--- config.mk ---
export PLATFORM = sky130hd
export DESIGN_NAME = can_rx_frame_ctrl
export DESIGN_NICKNAME = d
export VERILOG_FILES = /design/src/rtl/can_pkg.sv /design/src/rtl/can_bit_destuff.sv /design/src/rtl/can_rx_frame_ctrl.sv
export SDC_FILE = /design/constraint.sdc
export NUM_CORES = 1
export LEC_CHECK = 0
export BUFFER_PORTS_ARGS = -buffer_cell sky130_fd_sc_hd__buf_2
export CAP_MARGIN = 15
export CORE_ASPECT_RATIO = 0.75
export CORE_MARGIN = 5
export CORE_UTILIZATION = 55
export CTS_BUF_LIST = sky130_fd_sc_hd__clkbuf_8 sky130_fd_sc_hd__clkbuf_16
export CTS_CLUSTER_SIZE = 12
export DETAILED_ROUTE_END_ITERATION = 8
export MAX_ROUTING_LAYER = met4
export PLACE_DENSITY_LB_ADDON = 0.12
export SYNTH_ARGS = -nofsm -noshare
export SYNTH_HDL_FRONTEND = slang
export SYNTH_SLANG_ARGS = --single-unit
--- constraint.sdc ---
create_clock -name clk -period 5.1 [get_ports clk]
set_clock_uncertainty 0.2 [all_clocks]
set_input_delay 0.765 -clock clk [delete_from_list [all_inputs] [get_ports clk]]
set_output_delay 0.765 -clock clk [all_outputs]
set_load 0.01 [all_outputs]
--- src/rtl/can_pkg.sv ---
// Shared types and constants for the CAN receive frame sequencer and its destuffer.
package can_pkg;

   typedef enum logic [2:0] {
      F_SOF  = 3'd0,
      F_ID   = 3'd1,
      F_RTR  = 3'd2,
      F_IDE  = 3'd3,
      F_R0   = 3'd4,
      F_DLC  = 3'd5,
      F_DATA = 3'd6
   } field_e;

   typedef enum logic [2:0] {
      S_IDLE  = 3'd0,
      S_ARMED = 3'd1,
      S_SOF   = 3'd2,
      S_HDR   = 3'd3,
      S_DATA  = 3'd4
   } rx_state_e;

   localparam int HDR_LAST      = 18;
   localparam int MAX_DATA_BITS = 64;
   localparam int STUFF_RUN     = 5;

   function automatic int clks_per_bit(input int clk_mhz, input int kbps);
      return (clk_mhz * 1000) / kbps;
   endfunction

endpackage

--- src/rtl/can_bit_destuff.sv ---
// Bit destuffer: tracks the run of equal sampled bits, drops stuff bits and flags stuff errors.
module can_bit_destuff
   import can_pkg::*;
(
   input  logic clk,
   input  logic rst,
   input  logic smp_bit,
   input  logic smp_valid,
   input  logic clear,
   output logic data_bit,
   output logic data_valid,
   output logic err
);

   logic [2:0] run;
   logic       last;
   logic       stuff_slot;

   // Outputs are combinational so the sequencer can register them with one clock of latency.
   assign stuff_slot = (run == 3'(STUFF_RUN));
   assign data_bit   = smp_bit;
   assign data_valid = smp_valid && !stuff_slot;
   assign err        = smp_valid && stuff_slot && (smp_bit == last);

   always_ff @(posedge clk or posedge rst) begin
      if (rst) begin
         run  <= 3'd0;
         last <= 1'b0;
      end else if (clear) begin
         run  <= 3'd0;
         last <= 1'b0;
      end else if (smp_valid) begin
         if ((run != 3'd0) && !stuff_slot && (smp_bit == last))
            run <= run + 3'd1;
         else
            run <= 3'd1;
         last <= smp_bit;
      end
   end

endmodule

--- src/rtl/can_rx_frame_ctrl.sv ---
// CAN receive frame sequencer: bus-idle qualification, SOF detection, destuffed header capture
// and data-field tracking up to the hand-off to the CRC stage.
module can_rx_frame_ctrl
   import can_pkg::*;
#(
   parameter int CLK_MHZ   = 100,
   parameter int BIT_KBPS  = 1000,
   parameter int IDLE_BITS = 11
)(
   input  logic        clk,
   input  logic        rst,
   input  logic        rx_din,
   input  logic        smp_bit,
   input  logic        smp_valid,
   output logic        sample_en,
   output logic        bit_out,
   output logic        bit_valid,
   output logic [6:0]  bit_idx,
   output field_e      field,
   output logic [10:0] id_out,
   output logic        rtr_out,
   output logic [3:0]  dlc_out,
   output logic        hdr_valid,
   output logic        crc_start,
   output logic        stuff_err,
   output logic        sof_err,
   output logic        fmt_err,
   output rx_state_e   fsm_state
);

   localparam int CPB       = clks_per_bit(CLK_MHZ, BIT_KBPS);
   localparam int IDLE_CLKS = IDLE_BITS * CPB;
   localparam int IW        = $clog2(IDLE_CLKS + 1);

   logic [1:0]    rx_sync;
   logic          rx_prev;
   logic [IW-1:0] idle_cnt;
   logic [10:0]   id_sh;
   logic          rtr_sh;
   logic [2:0]    dlc_sh;
   logic [6:0]    data_last;
   logic          in_frame;
   logic          ds_bit, ds_valid, ds_err;
   logic [6:0]    next_idx;
   logic [3:0]    dlc_new;
   logic [6:0]    n_bits;

   assign in_frame = (fsm_state == S_SOF) || (fsm_state == S_HDR) || (fsm_state == S_DATA);
   assign next_idx = bit_idx + 7'd1;
   assign dlc_new  = {dlc_sh, ds_bit};
   // Data length in bits; DLC values above 8 still mean 8 bytes.
   assign n_bits   = rtr_sh ? 7'd0 :
                     (dlc_new > 4'd8) ? 7'(MAX_DATA_BITS) : {dlc_new, 3'b000};

   can_bit_destuff u_destuff (
      .clk        (clk),
      .rst        (rst),
      .smp_bit    (smp_bit),
      .smp_valid  (smp_valid && in_frame),
      .clear      (!in_frame),
      .data_bit   (ds_bit),
      .data_valid (ds_valid),
      .err        (ds_err)
   );

   always_ff @(posedge clk or posedge rst) begin
      if (rst) begin
         rx_sync <= 2'b00;
         rx_prev <= 1'b0;
      end else begin
         rx_sync <= {rx_sync[0], rx_din};
         rx_prev <= rx_sync[1];
      end
   end

   always_ff @(posedge clk or posedge rst) begin
      if (rst) begin
         fsm_state <= S_IDLE;
         idle_cnt  <= '0;
         sample_en <= 1'b0;
         bit_out   <= 1'b0;
         bit_valid <= 1'b0;
         bit_idx   <= 7'd0;
         field     <= F_SOF;
         id_out    <= 11'd0;
         rtr_out   <= 1'b0;
         dlc_out   <= 4'd0;
         hdr_valid <= 1'b0;
         crc_start <= 1'b0;
         stuff_err <= 1'b0;
         sof_err   <= 1'b0;
         fmt_err   <= 1'b0;
         id_sh     <= 11'd0;
         rtr_sh    <= 1'b0;
         dlc_sh    <= 3'd0;
         data_last <= 7'd0;
      end else begin
         bit_valid <= 1'b0;
         hdr_valid <= 1'b0;
         crc_start <= 1'b0;
         stuff_err <= 1'b0;
         sof_err   <= 1'b0;
         fmt_err   <= 1'b0;
         case (fsm_state)
            S_IDLE: begin
               sample_en <= 1'b0;
               if (!rx_sync[1])
                  idle_cnt <= '0;
               else if (idle_cnt == IW'(IDLE_CLKS - 1)) begin
                  idle_cnt  <= '0;
                  fsm_state <= S_ARMED;
               end else
                  idle_cnt <= idle_cnt + IW'(1);
            end
            S_ARMED: begin
               if (rx_prev && !rx_sync[1]) begin
                  sample_en <= 1'b1;
                  fsm_state <= S_SOF;
               end
            end
            default: begin
               // A stuff violation wins over whatever field the bit would have belonged to.
               if (ds_err) begin
                  stuff_err <= 1'b1;
                  fsm_state <= S_IDLE;
               end else if (ds_valid) begin
                  if (fsm_state == S_SOF) begin
                     if (!ds_bit) begin
                        bit_valid <= 1'b1;
                        bit_out   <= 1'b0;
                        bit_idx   <= 7'd0;
                        field     <= F_SOF;
                        fsm_state <= S_HDR;
                     end else begin
                        sof_err   <= 1'b1;
                        fsm_state <= S_IDLE;
                     end
                  end else if (fsm_state == S_HDR) begin
                     bit_out <= ds_bit;
                     bit_idx <= next_idx;
                     if (next_idx <= 7'd11) begin
                        bit_valid <= 1'b1;
                        field     <= F_ID;
                        id_sh     <= {id_sh[9:0], ds_bit};
                     end else if (next_idx == 7'd12) begin
                        bit_valid <= 1'b1;
                        field     <= F_RTR;
                        rtr_sh    <= ds_bit;
                     end else if (next_idx == 7'd13) begin
                        if (ds_bit) begin
                           fmt_err   <= 1'b1;
                           fsm_state <= S_IDLE;
                        end else begin
                           bit_valid <= 1'b1;
                           field     <= F_IDE;
                        end
                     end else if (next_idx == 7'd14) begin
                        bit_valid <= 1'b1;
                        field     <= F_R0;
                     end else begin
                        bit_valid <= 1'b1;
                        field     <= F_DLC;
                        dlc_sh    <= {dlc_sh[1:0], ds_bit};
                        if (next_idx == 7'(HDR_LAST)) begin
                           hdr_valid <= 1'b1;
                           id_out    <= id_sh;
                           rtr_out   <= rtr_sh;
                           dlc_out   <= dlc_new;
                           data_last <= 7'(HDR_LAST) + n_bits;
                           if (n_bits == 7'd0) begin
                              crc_start <= 1'b1;
                              fsm_state <= S_IDLE;
                           end else
                              fsm_state <= S_DATA;
                        end
                     end
                  end else begin
                     bit_valid <= 1'b1;
                     bit_out   <= ds_bit;
                     bit_idx   <= next_idx;
                     field     <= F_DATA;
                     if (next_idx == data_last) begin
                        crc_start <= 1'b1;
                        fsm_state <= S_IDLE;
                     end
                  end
               end
            end
         endcase
      end
   end

endmodule

==> flow_metrics.env, run 1 <==
export IMPL_status="complete, no violations"
export IMPL_report_final_slew_viol_count=0
export IMPL_p_sw_mw=0.7710
export IMPL_ys_warnings_count=0
export IMPL_drt_initial_drc_count=139
export IMPL_numClockSinks=75
export IMPL_dp_hpwl_um=5793
export IMPL_synthTopCellsByCount="75 x dfrtp_1, 35 x mux2_2, 34 x nand2_1, 26 x o21ai_0, 16 x nor2_1"
export IMPL_crit_family="compound AO/OA/AOI/OAI gates"
export IMPL_p_seq_frac=0.402
export IMPL_worst_ep_arrival_time_ns=3.43
export IMPL_io_buffers=41
export IMPL_powerDensity_nw_per_um2=467.6
export IMPL_use_met1=0.3060
export IMPL_internal_power_mw=1.255
export IMPL_yosys_area_top_type="dfrtp_1"
export IMPL_drt_wl_total_um=8091
export IMPL_dr_pass1_iters=5
export IMPL_worstMarginPinSlew_ns=1.159
export IMPL_hold_viol_final=0
export IMPL_min_period_ns=3.399
export IMPL_maxCapViolCount=0
export IMPL_area_growth_pct=12.04
export IMPL_cts_made_buffers=9
export IMPL_crit_type="reg -> reg"
export IMPL_setup_violations_final=0
export IMPL_dieHeight_um=82.62
export IMPL_grt_first_pass_wirelength_um=13680
export IMPL_synth_nets=377
export IMPL_netlist_area_leader_share=0.4853
export IMPL_worstPathRequired_ns=5.13
export IMPL_clock_path_buffers=2
export IMPL_tritoncts="built"
export IMPL_synth_edf_count=0
export IMPL_rsz0062_at_grt="no"
export IMPL_synth_most_common_cell="dfrtp_1"
export IMPL_synthCells=362
export IMPL_end_kind="register"
export IMPL_post_cts_resized=0
export IMPL_post_drt_wl_per_cell_um=16.58
export IMPL_finalCritPeriodShare=0.6664
export IMPL_drc=0
export IMPL_gr_total_overflow=0
export IMPL_start_util=0.5661
export IMPL_cts_hold_buf=0
export IMPL_synth_seq_area_share=0.4853
export IMPL_grt_busiest_layer="met1"
export IMPL_post_cts_buffers=0
export IMPL_row_count=26
export IMPL_p_comb_frac=0.346
export IMPL_cp_max_fo=22
export IMPL_total_power_mw=2.026
export IMPL_synth_distinct_cells=57
export IMPL_cp_slowest_stage_delay_ns=0.64
export IMPL_timing_hold_ws_ns=0.1482
export IMPL_track_usage=0.2064
export IMPL_rrSetupSlack_ns=1.70
export IMPL_vias=2859
export IMPL_die_w_um=106.8
export IMPL_pin_count=42
export IMPL_finalNetCount=414
export IMPL_timing_fmax_mhz=294.2
export IMPL_grt_pass1_vias=2635
export IMPL_core_area_um2=6832
export IMPL_min_path_type="in -> async"
export IMPL_clockPowerShare=0.252
export IMPL_antenna_found_initial=0
export IMPL_clock_insertion_delay_worst_skew_ns=0.35
export IMPL_ant_nets=0
export IMPL_dieArea_um2=8826
export IMPL_drive_above_1_share=0.2599
export IMPL_synth_flop_cell="dfrtp_1"
export IMPL_syn_cell_area_um2=3867
export IMPL_cp_num_buf_inv=1
export IMPL_use_met2=0.2745
export IMPL_synth_area_leaders="dfrtp_1 49%, mux2_2 10%, o21ai_0 3.4%"
export IMPL_clockRootBuffer="clkbuf_8"
export IMPL_critPathLaunchType="register"
export IMPL_synth_async_sr_flop_share=1.000
export IMPL_slowest_stage="dfrtp_1"
export IMPL_via_per_inst=5.859
export IMPL_slew_headroom=0.2241
export IMPL_clk_pin_slew_worst_paths_ns=0.07
export IMPL_worstPathCellList="ha_1 > and3_1 > nand3_1 > o2bb2ai_1 > o221ai_1 > a2111oi_4 > buf_4 > mux2_2"
export IMPL_grt_max_degree=62
export IMPL_p_sw_frac=0.3806
export IMPL_p_leak_nw=2.077
export IMPL_nFillCells=577
export IMPL_htreeDepth=3
export IMPL_ys_ff_latch=75
export IMPL_syn_avg_cell_area_um2=10.68
export IMPL_n_antenna_cell=0
export IMPL_tns_ns=0
export IMPL_vdd_ir_drop_max_uv=243.8
export IMPL_use_met3=0.05594
export IMPL_gp_congestion=0.8841
-- worst register-to-register path, stage by stage (launching register included) --
cell and delay (ns):
dfrtp_1 0.64, ha_1 0.40, and3_1 0.26, nand3_1 0.14
o2bb2ai_1 0.19, o221ai_1 0.32, a2111oi_4 0.40, buf_4 0.35
mux2_2 0.39
-- power groups by stage --
stage / Clock [mW] / Sequential [mW] / Combinational [mW]
finish: 0.511 / 0.814 / 0.701
global route: 0.562 / 0.833 / 0.783
floorplan: 0 / 0.769 / 0.558
global placement: 0 / 0.816 / 0.678
CTS: 0.526 / 0.812 / 0.697
detailed placement: 0 / 0.824 / 0.690
-- final timing paths --
| check | start | end | cells past startpoint |
|---|---|---|---|
| setup / recovery | bit_idx[0] | id_out[2] | 8 |
| max in group asynchronous | rst | fsm_state[0] | 3 |
| hold reg to reg | rx_sync[0] | rx_sync[1] | 0 |
| setup reg to reg | bit_idx[0] | id_out[2] | 8 |
| hold / removal | rst | dlc_out[0] | 2 |
| min in group clk | rx_sync[0] | rx_sync[1] | 0 |
-- kinds of logic (layout without fill, tap and decap cells) --
| logic type | count (synthesis) | after routing | synth area share |
|---|---|---|---|
| adders and majority gates | 10 | 10 | 0.03235 |
| DFF | 75 | 75 | 0.4853 |
| muxes | 40 | 40 | 0.1155 |
| buffers and inverters | 28 | 70 | 0.03332 |
| xor gates and xnor gates | 13 | 13 | 0.02944 |
| AOI/OAI and AO/OA | 74 | 74 | 0.1336 |
| and+or+nand+nor | 122 | 122 | 0.1705 |
-- layer usage --
| metal | routed length, um | vias to the layer above |
|---|---|---|
| li1 | - | 1387 |
| met1 | 4227 | 1371 |
| met2 | 3322 | 91 |
| met3 | 449 | 10 |
| met4 | 92 | 0 |
| met5 | 0 | - |
-- registers in the layout (all words and copies together) (netlist names), 2 cells and up --
register and count:
fsm_state 3, idle_cnt 11, u_destuff.run 3, bit_idx 7, rx_sync 2, dlc_sh 3, data_last 5, field 3
id_out 11, id_sh 11, dlc_out 4
-- area by class of cell --
cell class              count  area, um^2  share of cell area
clock buffers              11       151.4             0.03494
clock inverters             5       76.32             0.01761
inverters                  11       41.29            0.009529
multi-input cells         259        1862              0.4297
flip-flops and latches     75        1877              0.4332
well taps                  84       105.1             0.02426
repair buffers             43       220.2             0.05082
-- placed cells by master (no fill, tap or decap), drive strengths merged, types with 2 or more instances in the layout --
cell type | netlist | layout
mux2i | 3 | 3
nor3 | 7 | 7
xnor2 | 10 | 10
buf | 9 | 43
a21o | 5 | 5
nor2b | 6 | 6
nand4 | 4 | 4
nor2 | 16 | 16
or3 | 3 | 3
dfrtp | 75 | 75
inv | 11 | 12
a21oi | 13 | 13
nor4 | 5 | 5
ha | 10 | 10
nand3 | 10 | 10
nor4bb | 2 | 2
nand2 | 34 | 34
nand2b | 7 | 7
xor2 | 3 | 3
a211o | 2 | 2
o41ai | 2 | 2
clkbuf | 8 | 11
bufinv | 0 | 2
and3 | 9 | 9
and2 | 9 | 9
o211ai | 3 | 3
mux2 | 37 | 37
nor4b | 3 | 3
nor3b | 2 | 2
a22o | 6 | 6
o2111ai | 2 | 2
o21ai | 26 | 26
o221ai | 2 | 2
and4 | 2 | 2
-- stage by stage --
| step | util | setup slack, ns | cell area [um^2] | instances |
|---|---|---|---|---|
| finish | 0.6342 | 1.701 | 4333 | 488 |
| global route | 0.6342 | 1.540 | 4333 | 488 |
| CTS | 0.6342 | 1.742 | 4333 | 488 |
| detailed placement | 0.6009 | 1.758 | 4105 | 472 |
| global placement | 0.6009 | 1.903 | 4105 | 472 |
| floorplan | - | 2.180 | 3867 | 362 |
Note: power is estimated with default switching activity, not from simulation.
==> run 2: changes to the inputs <==
- ABC_AREA: unset -> 1
- CORE_UTILIZATION: 55 -> 53
- clock period: 5.1 -> 3.1 ns (I/O delays scaled with it)
==> run 2 against run 1 <==
Effect of this change: final cell count up 23%; global-route usage down 0.55 points; highest routed layer unchanged; design area up 1.0%; sequential share of layout area down 0.43 points; critical endpoint is now id_sh[10]; largest cell class unchanged; maximum frequency up 34%; worst setup slack worse by 1.1 ns; count of clock-buffer cells in the layout down 1; utilization down 0.26 points; non-clock buffer count up 1.
==> flow_metrics.env, run 2 <==
export IMPL_die_w_um=108.3
export IMPL_clock_insertion_delay_worst_skew_ns=0.34
export IMPL_cts_made_buffers=9
export IMPL_synthTopCellsByCount="89 x nand2_1, 75 x dfrtp_1, 68 x inv_1, 42 x nand3_1, 37 x nor2_1"
export IMPL_yosys_area_top_type="dfrtp_1"
export IMPL_rsz0062_at_grt="no"
export IMPL_dp_cells=586
export IMPL_seqCellArea_um2=1877
export IMPL_antenna_found_initial=0
export IMPL_start_util=0.5545
export IMPL_post_cts_resized=0
export IMPL_final_cell_mix="89 x nand2_1, 75 x dfrtp_1, 69 x inv_1"
export IMPL_finalNetCount=514
export IMPL_slew_headroom=0.4352
export IMPL_cp_slowest_stage_delay_ns=0.54
export IMPL_synthCells=450
export IMPL_pin_count=42
export IMPL_gr_total_overflow=0
export IMPL_critPathLaunchType="register"
export IMPL_netlist_area_leader_share=0.4884
export IMPL_crit_type="reg -> reg"
export IMPL_p_comb_frac=0.022
export IMPL_hold_viol_final=0
export IMPL_cp_max_fo=20
export IMPL_tns_ns=0
export IMPL_synth_edf_count=0
export IMPL_p_sw_frac=0.2108
export IMPL_reg_top3="id_out x11, id_sh x11, idle_cnt x11"
export IMPL_end_kind="register"
export IMPL_min_period_ns=2.543
export IMPL_htreeDepth=3
export IMPL_dieArea_um2=9071
export IMPL_worstMarginPinSlew_ns=0.8459
export IMPL_synthSimpleGateAreaFrac=0.2416
export IMPL_drive_above_1_share=0.1845
export IMPL_vias=3052
export IMPL_powerDensity_nw_per_um2=423.4
export IMPL_min_path_type="in -> reg"
export IMPL_track_usage=0.2009
export IMPL_setup_violations_final=0
export IMPL_drc=0
export IMPL_post_cts_buffers=0
export IMPL_report_final_slew_viol_count=0
export IMPL_synth_distinct_cells=37
export IMPL_synth_most_common_cell="nand2_1"
export IMPL_drt_wl_total_um=8110
export IMPL_dieHeight_um=83.74
export IMPL_syn_avg_cell_area_um2=8.539
export IMPL_grt_max_degree=41
export IMPL_syn_cell_area_um2=3842
export IMPL_clock_path_buffers=2
export IMPL_p_seq_frac=0.533
export IMPL_area_growth_pct=13.90
export IMPL_fin_cells=602
export IMPL_clockPowerShare=0.445
export IMPL_synthMuxAreaShare=0.04950
export IMPL_finalCritPeriodShare=0.8203
export IMPL_p_sw_mw=0.3906
export IMPL_tritoncts="built"
export IMPL_clk_pin_slew_worst_paths_ns=0.08
export IMPL_worstPathCellList="inv_2 > ha_1 > inv_1 > nor3_1 > o21ai_0 > nand2_2 > inv_2 > nand2_2 > mux2_4"
export IMPL_gp_congestion=0.8129
export IMPL_synth_flop_cell="dfrtp_1"
export IMPL_cts_hold_buf=0
export IMPL_ys_warnings_count=0
export IMPL_status="complete, no violations"
export IMPL_synth_compound_area_frac=0.08564
export IMPL_synth_adder_area_share=0.03256
export IMPL_grt_pass1_vias=2939
export IMPL_crit_family="flip-flops"
export IMPL_vdd_ir_drop_max_uv=233.6
export IMPL_synth_area_leaders="dfrtp_1 49%, nand2_1 8.7%, inv_1 6.6%"
export IMPL_cp_num_buf_inv=3
export IMPL_synth_top_family_by_area="simple AND/OR/NAND/NOR gates"
export IMPL_slowest_stage="dfrtp_1"
export IMPL_ant_nets=0
export IMPL_p_leak_nw=2.562
export IMPL_post_drt_wl_per_cell_um=13.47
export IMPL_via_per_inst=5.070
export IMPL_worstPathRequired_ns=3.13
export IMPL_synth_nets=465
export IMPL_io_buffers=41
export IMPL_clockRootBuffer="clkbuf_8"
export IMPL_dr_pass1_iters=5
export IMPL_maxCapViolCount=0
export IMPL_synth_seq_area_share=0.4884
export IMPL_grt_first_pass_wirelength_um=14110
export IMPL_dp_hpwl_um=5965
export IMPL_n_antenna_cell=0
export IMPL_nFillCells=612
export IMPL_multi_input_area_um2=1625
export IMPL_worst_ep_arrival_time_ns=2.57
export IMPL_core_area_um2=6929
export IMPL_internal_power_mw=1.462
export IMPL_drt_initial_drc_count=219
export IMPL_numClockSinks=75
export IMPL_row_count=26
export IMPL_ys_ff_latch=75
export IMPL_final_common_cell="nand2_1"
export IMPL_synth_async_sr_flop_share=1.000
export IMPL_timing_fmax_mhz=393.2
export IMPL_synthXorXnorAreaFrac=0.01368
## run 2: changes by cell type after synthesis, moves of 13 or more
cell / before / now
inv_1: 11 / 68
mux2i_1: 3 / 16
nor2_1: 16 / 37
mux2_2: 35 / 0
nand3_1: 9 / 42
nand2_1: 34 / 89
## run 2: path summary, 6_finish.rpt
check                           start    endpoint  slack [ns]  cells past startpoint
min in group asynchronous         rst   id_out[1]        0.09                      2
max in group asynchronous         rst   dlc_sh[0]        1.94                      3
min                            rx_din  rx_sync[0]        0.03                      1
max reg2reg                bit_idx[0]   id_sh[10]        0.56                      9
max                        bit_idx[0]   id_sh[10]        0.56                      9
min reg2reg                rx_sync[0]  rx_sync[1]        0.15                      0
## run 2: area by class of cell
class / count / area share
clock inverters: 6 / 0.01858
repair buffers: 44 / 0.05489
well taps: 98 / 0.02802
clock buffers: 10 / 0.03145
flip-flops and latches: 75 / 0.4288
inverters: 78 / 0.06690
multi-input cells: 291 / 0.3714
## run 2: kinds of logic (layout without fill, tap and decap cells)
kind of cell | after synthesis | after routing
buffers and inverters | 84 | 138
AND/OR/NAND/NOR | 203 | 203
adder cells (fa/ha/maj) | 10 | 10
multiplexers | 18 | 18
XOR/XNOR | 6 | 6
AO/OA/AOI/OAI | 54 | 54
flip-flops | 75 | 75
## run 2: power groups by stage
stage / sequential, mW / combinational (mW) / clock, mW
6_report: 0.988 / 0.0399 / 0.825
2_1_floorplan: 1.01 / 0.0268 / 0
3_3_place_gp: 1.01 / 0.0408 / 0
3_5_place_dp: 1.01 / 0.0414 / 0
4_1_cts: 0.988 / 0.0415 / 0.846
5_1_grt: 0.988 / 0.0470 / 0.891
## run 2: through the flow
stage          utilization  setup slack, ns  total power [mW]  instance area, um^2  hold slack [ns]
6_report            0.6316           0.5570             1.853                 4377          0.03356
5_1_grt             0.6316           0.3743             1.926                 4377         0.008777
4_1_cts             0.6316           0.5765             1.875                 4377          0.01599
3_5_place_dp        0.6000           0.5919             1.049                 4158           0.1403
3_3_place_gp        0.6000           0.6705             1.047                 4158           0.1395
2_1_floorplan            -           0.5250             1.032                 3842           0.1312
## run 2: metal layers
layer  GRT usage  vias up  routed length, um
li1            -     1552                  -
met1      0.2828     1420               3987
met3     0.05336        6                428
met4     0.04128        0                 68
met5           -        -                  0
met2      0.2940       74               3625
==> run 3: changes to the inputs <==
- CORE_UTILIZATION: 53 -> 55
- clock period: 3.1 -> 2.4 ns (I/O delays scaled with it)
==> run 3 against run 2 <==
Effect of this change: final cell count grew 0.33%; utilization grew 3.9 points; worst setup slack got worse by 0.46 ns; global-route usage increased by 1.4 points; sequential power increased by 30%; combinational power up 54%; total power up 30%; sequential share of layout area is 1.7 points lower; first-iteration DRC count down 42%; hold slack better by 0.12 ns; die area is 3.3% lower; non-clock buffer count grew 16; critical path type unchanged; largest power group unchanged.
==> flow_metrics.env, run 3 (synthesis gave the netlist of run 2 again) <==
export IMPL_final_cell_mix="85 x nand2_1, 75 x dfrtp_1, 67 x inv_1"
export IMPL_place_ws_ns=0.07416
export IMPL_slowest_stage="dfrtp_1"
export IMPL_crit_top_cell="nand2_2"
export IMPL_critPathLaunchType="register"
export IMPL_drt_met1_wl_um=4151
export IMPL_start_util=0.5651
export IMPL_htreeDepth=3
export IMPL_status="complete, no violations"
export IMPL_post_drt_wl_per_cell_um=14.08
export IMPL_p_leak_nw=2.648
export IMPL_cts_made_buffers=9
export IMPL_grt_first_pass_wirelength_um=14170
export IMPL_ant_nets=0
export IMPL_die_w_um=106.5
export IMPL_met3_wirelength_um=357
export IMPL_dp_hpwl_um=6271
export IMPL_worst_ep_arrival_time_ns=2.39
export IMPL_setup_ws_ns=0.09778
export IMPL_n_antenna_cell=0
export IMPL_min_path_type="in -> reg"
export IMPL_gr_total_overflow=0
export IMPL_io_buffers=41
export IMPL_nFillCells=537
export IMPL_finalCritPeriodShare=0.9593
export IMPL_vdd_ir_drop_max_uv=360.8
export IMPL_core_area_um2=6799
export IMPL_worstMarginPinSlew_ns=0.6480
export IMPL_hold_viol_final=0
export IMPL_setup_violations_final=0
export IMPL_finalNetCount=530
export IMPL_gp_congestion=0.8972
export IMPL_cp_slowest_stage_delay_ns=0.42
export IMPL_timing_fmax_mhz=434.4
export IMPL_min_period_ns=2.302
export IMPL_total_power_mw=2.400
export IMPL_maxCapViolCount=0
export IMPL_dieArea_um2=8775
export IMPL_reg_top3="id_out x11, id_sh x11, idle_cnt x11"
export IMPL_numClockSinks=75
export IMPL_cp_max_fo=5
export IMPL_dieHeight_um=82.39
export IMPL_clock_insertion_delay_worst_skew_ns=0.35
export IMPL_clk_pin_slew_worst_paths_ns=0.08
export IMPL_clockRootBuffer="clkbuf_8"
export IMPL_grt_max_degree=29
export IMPL_area_growth_pct=18.66
export IMPL_drc=0
export IMPL_tritoncts="built"
export IMPL_row_count=26
export IMPL_clock_path_buffers=2
export IMPL_worstPathCellList="ha_2 > nand2_2 > inv_4 > nand3_1 > nand2_2 > inv_2 > nand2_2 > nor2_4 > nand3b_1 > nand2_1 > nor3_4 > buf_4 > nand3_1 > nand2_1"
export IMPL_grt_pass1_vias=2996
export IMPL_via_per_inst=5.265
export IMPL_track_usage=0.2146
export IMPL_vias=3180
export IMPL_drive_above_1_share=0.2288
export IMPL_antenna_found_initial=0
export IMPL_dr_pass1_iters=5
export IMPL_powerDensity_nw_per_um2=526.4
export IMPL_top_layer_used="met4"
export IMPL_pin_count=42
export IMPL_wl_met2_um=3868
export IMPL_slew_headroom=0.5671
export IMPL_final_common_cell="nand2_1"
export IMPL_crit_type="reg -> reg"
export IMPL_report_final_slew_viol_count=0
export IMPL_drt_wl_total_um=8505
export IMPL_worstPathRequired_ns=2.49
export IMPL_drt_initial_drc_count=128
export IMPL_end_kind="register"
## run 3: cell count changes in the layout (fill, tap and decap cells not counted), sizes merged
cell | previous run | this run
buf | 44 | 58
clkbuf | 10 | 9
clkinv | 2 | 5
clkinvlp | 0 | 1
inv | 80 | 77
dlygate4sd3 | 0 | 2
## run 3: area by class of cell
type / count / area [um^2] / share of cell area
Multi-Input combinational cell: 291 / 1682 / 0.3688
Sequential cell: 75 / 1877 / 0.4116
Clock buffer: 9 / 123.9 / 0.02717
Tap cell: 84 / 105.1 / 0.02305
Clock inverter: 7 / 92.59 / 0.02031
Inverter: 78 / 301.5 / 0.06614
Timing Repair Buffer: 60 / 377.9 / 0.08288
## run 3: timing repair
item                       CTS  global route
setup endpoints to repair    0            37
hold buffers                 2             0
resized for setup            0            17
buffers inserted             0             3
hold endpoints to repair    25             0
## run 3: power by group
part / switching (mW) / internal (mW) / total [mW]
clock: 0.479 / 0.583 / 1.06
combinational: 0.0420 / 0.0195 / 0.0616
sequential: 0.00683 / 1.27 / 1.28
total: 0.528 / 1.87 / 2.40
## run 3: path summary, 6_finish.rpt
path / startpoint / to / cells past startpoint / slack [ns]
max: bit_idx[1] / dlc_sh[2] / 14 / 0.1
min: smp_valid / u_destuff.run[0] / 3 / 0.15
max reg2reg: bit_idx[1] / dlc_sh[2] / 14 / 0.1
min reg2reg: rx_sync[0] / rx_sync[1] / 0 / 0.17
max in group asynchronous: rst / dlc_out[2] / 4 / 1.02
min in group asynchronous: rst / idle_cnt[7] / 3 / 0.44
## run 3: per-layer routing
metal / track usage / up-vias
met5: - / -
li1: - / 1589
met4: 0.06386 / 0
met3: 0.06449 / 12
met2: 0.3293 / 83
met1: 0.2798 / 1496
## run 3: worst max-delay path, delay by kind of cell (launching register included)
family | cells | cell delay [ns]
fa+ha+maj | 1 | 0.21
flops | 1 | 0.42
simple gates | 10 | 1.10
buf+inv | 3 | 0.33
## run 3: metrics by stage
step	util	hold slack, ns	setup TNS (ns)	instance area [um^2]	cells
after floorplan	-	0.1312	0	3846	450
after global placement	0.6235	0.1453	0	4239	583
after detailed placement	0.6235	0.1551	0	4239	583
after CTS	0.6583	0.1311	0	4476	601
after global routing	0.6706	0.1316	-0.05322	4559	604
final	0.6706	0.1488	0	4559	604
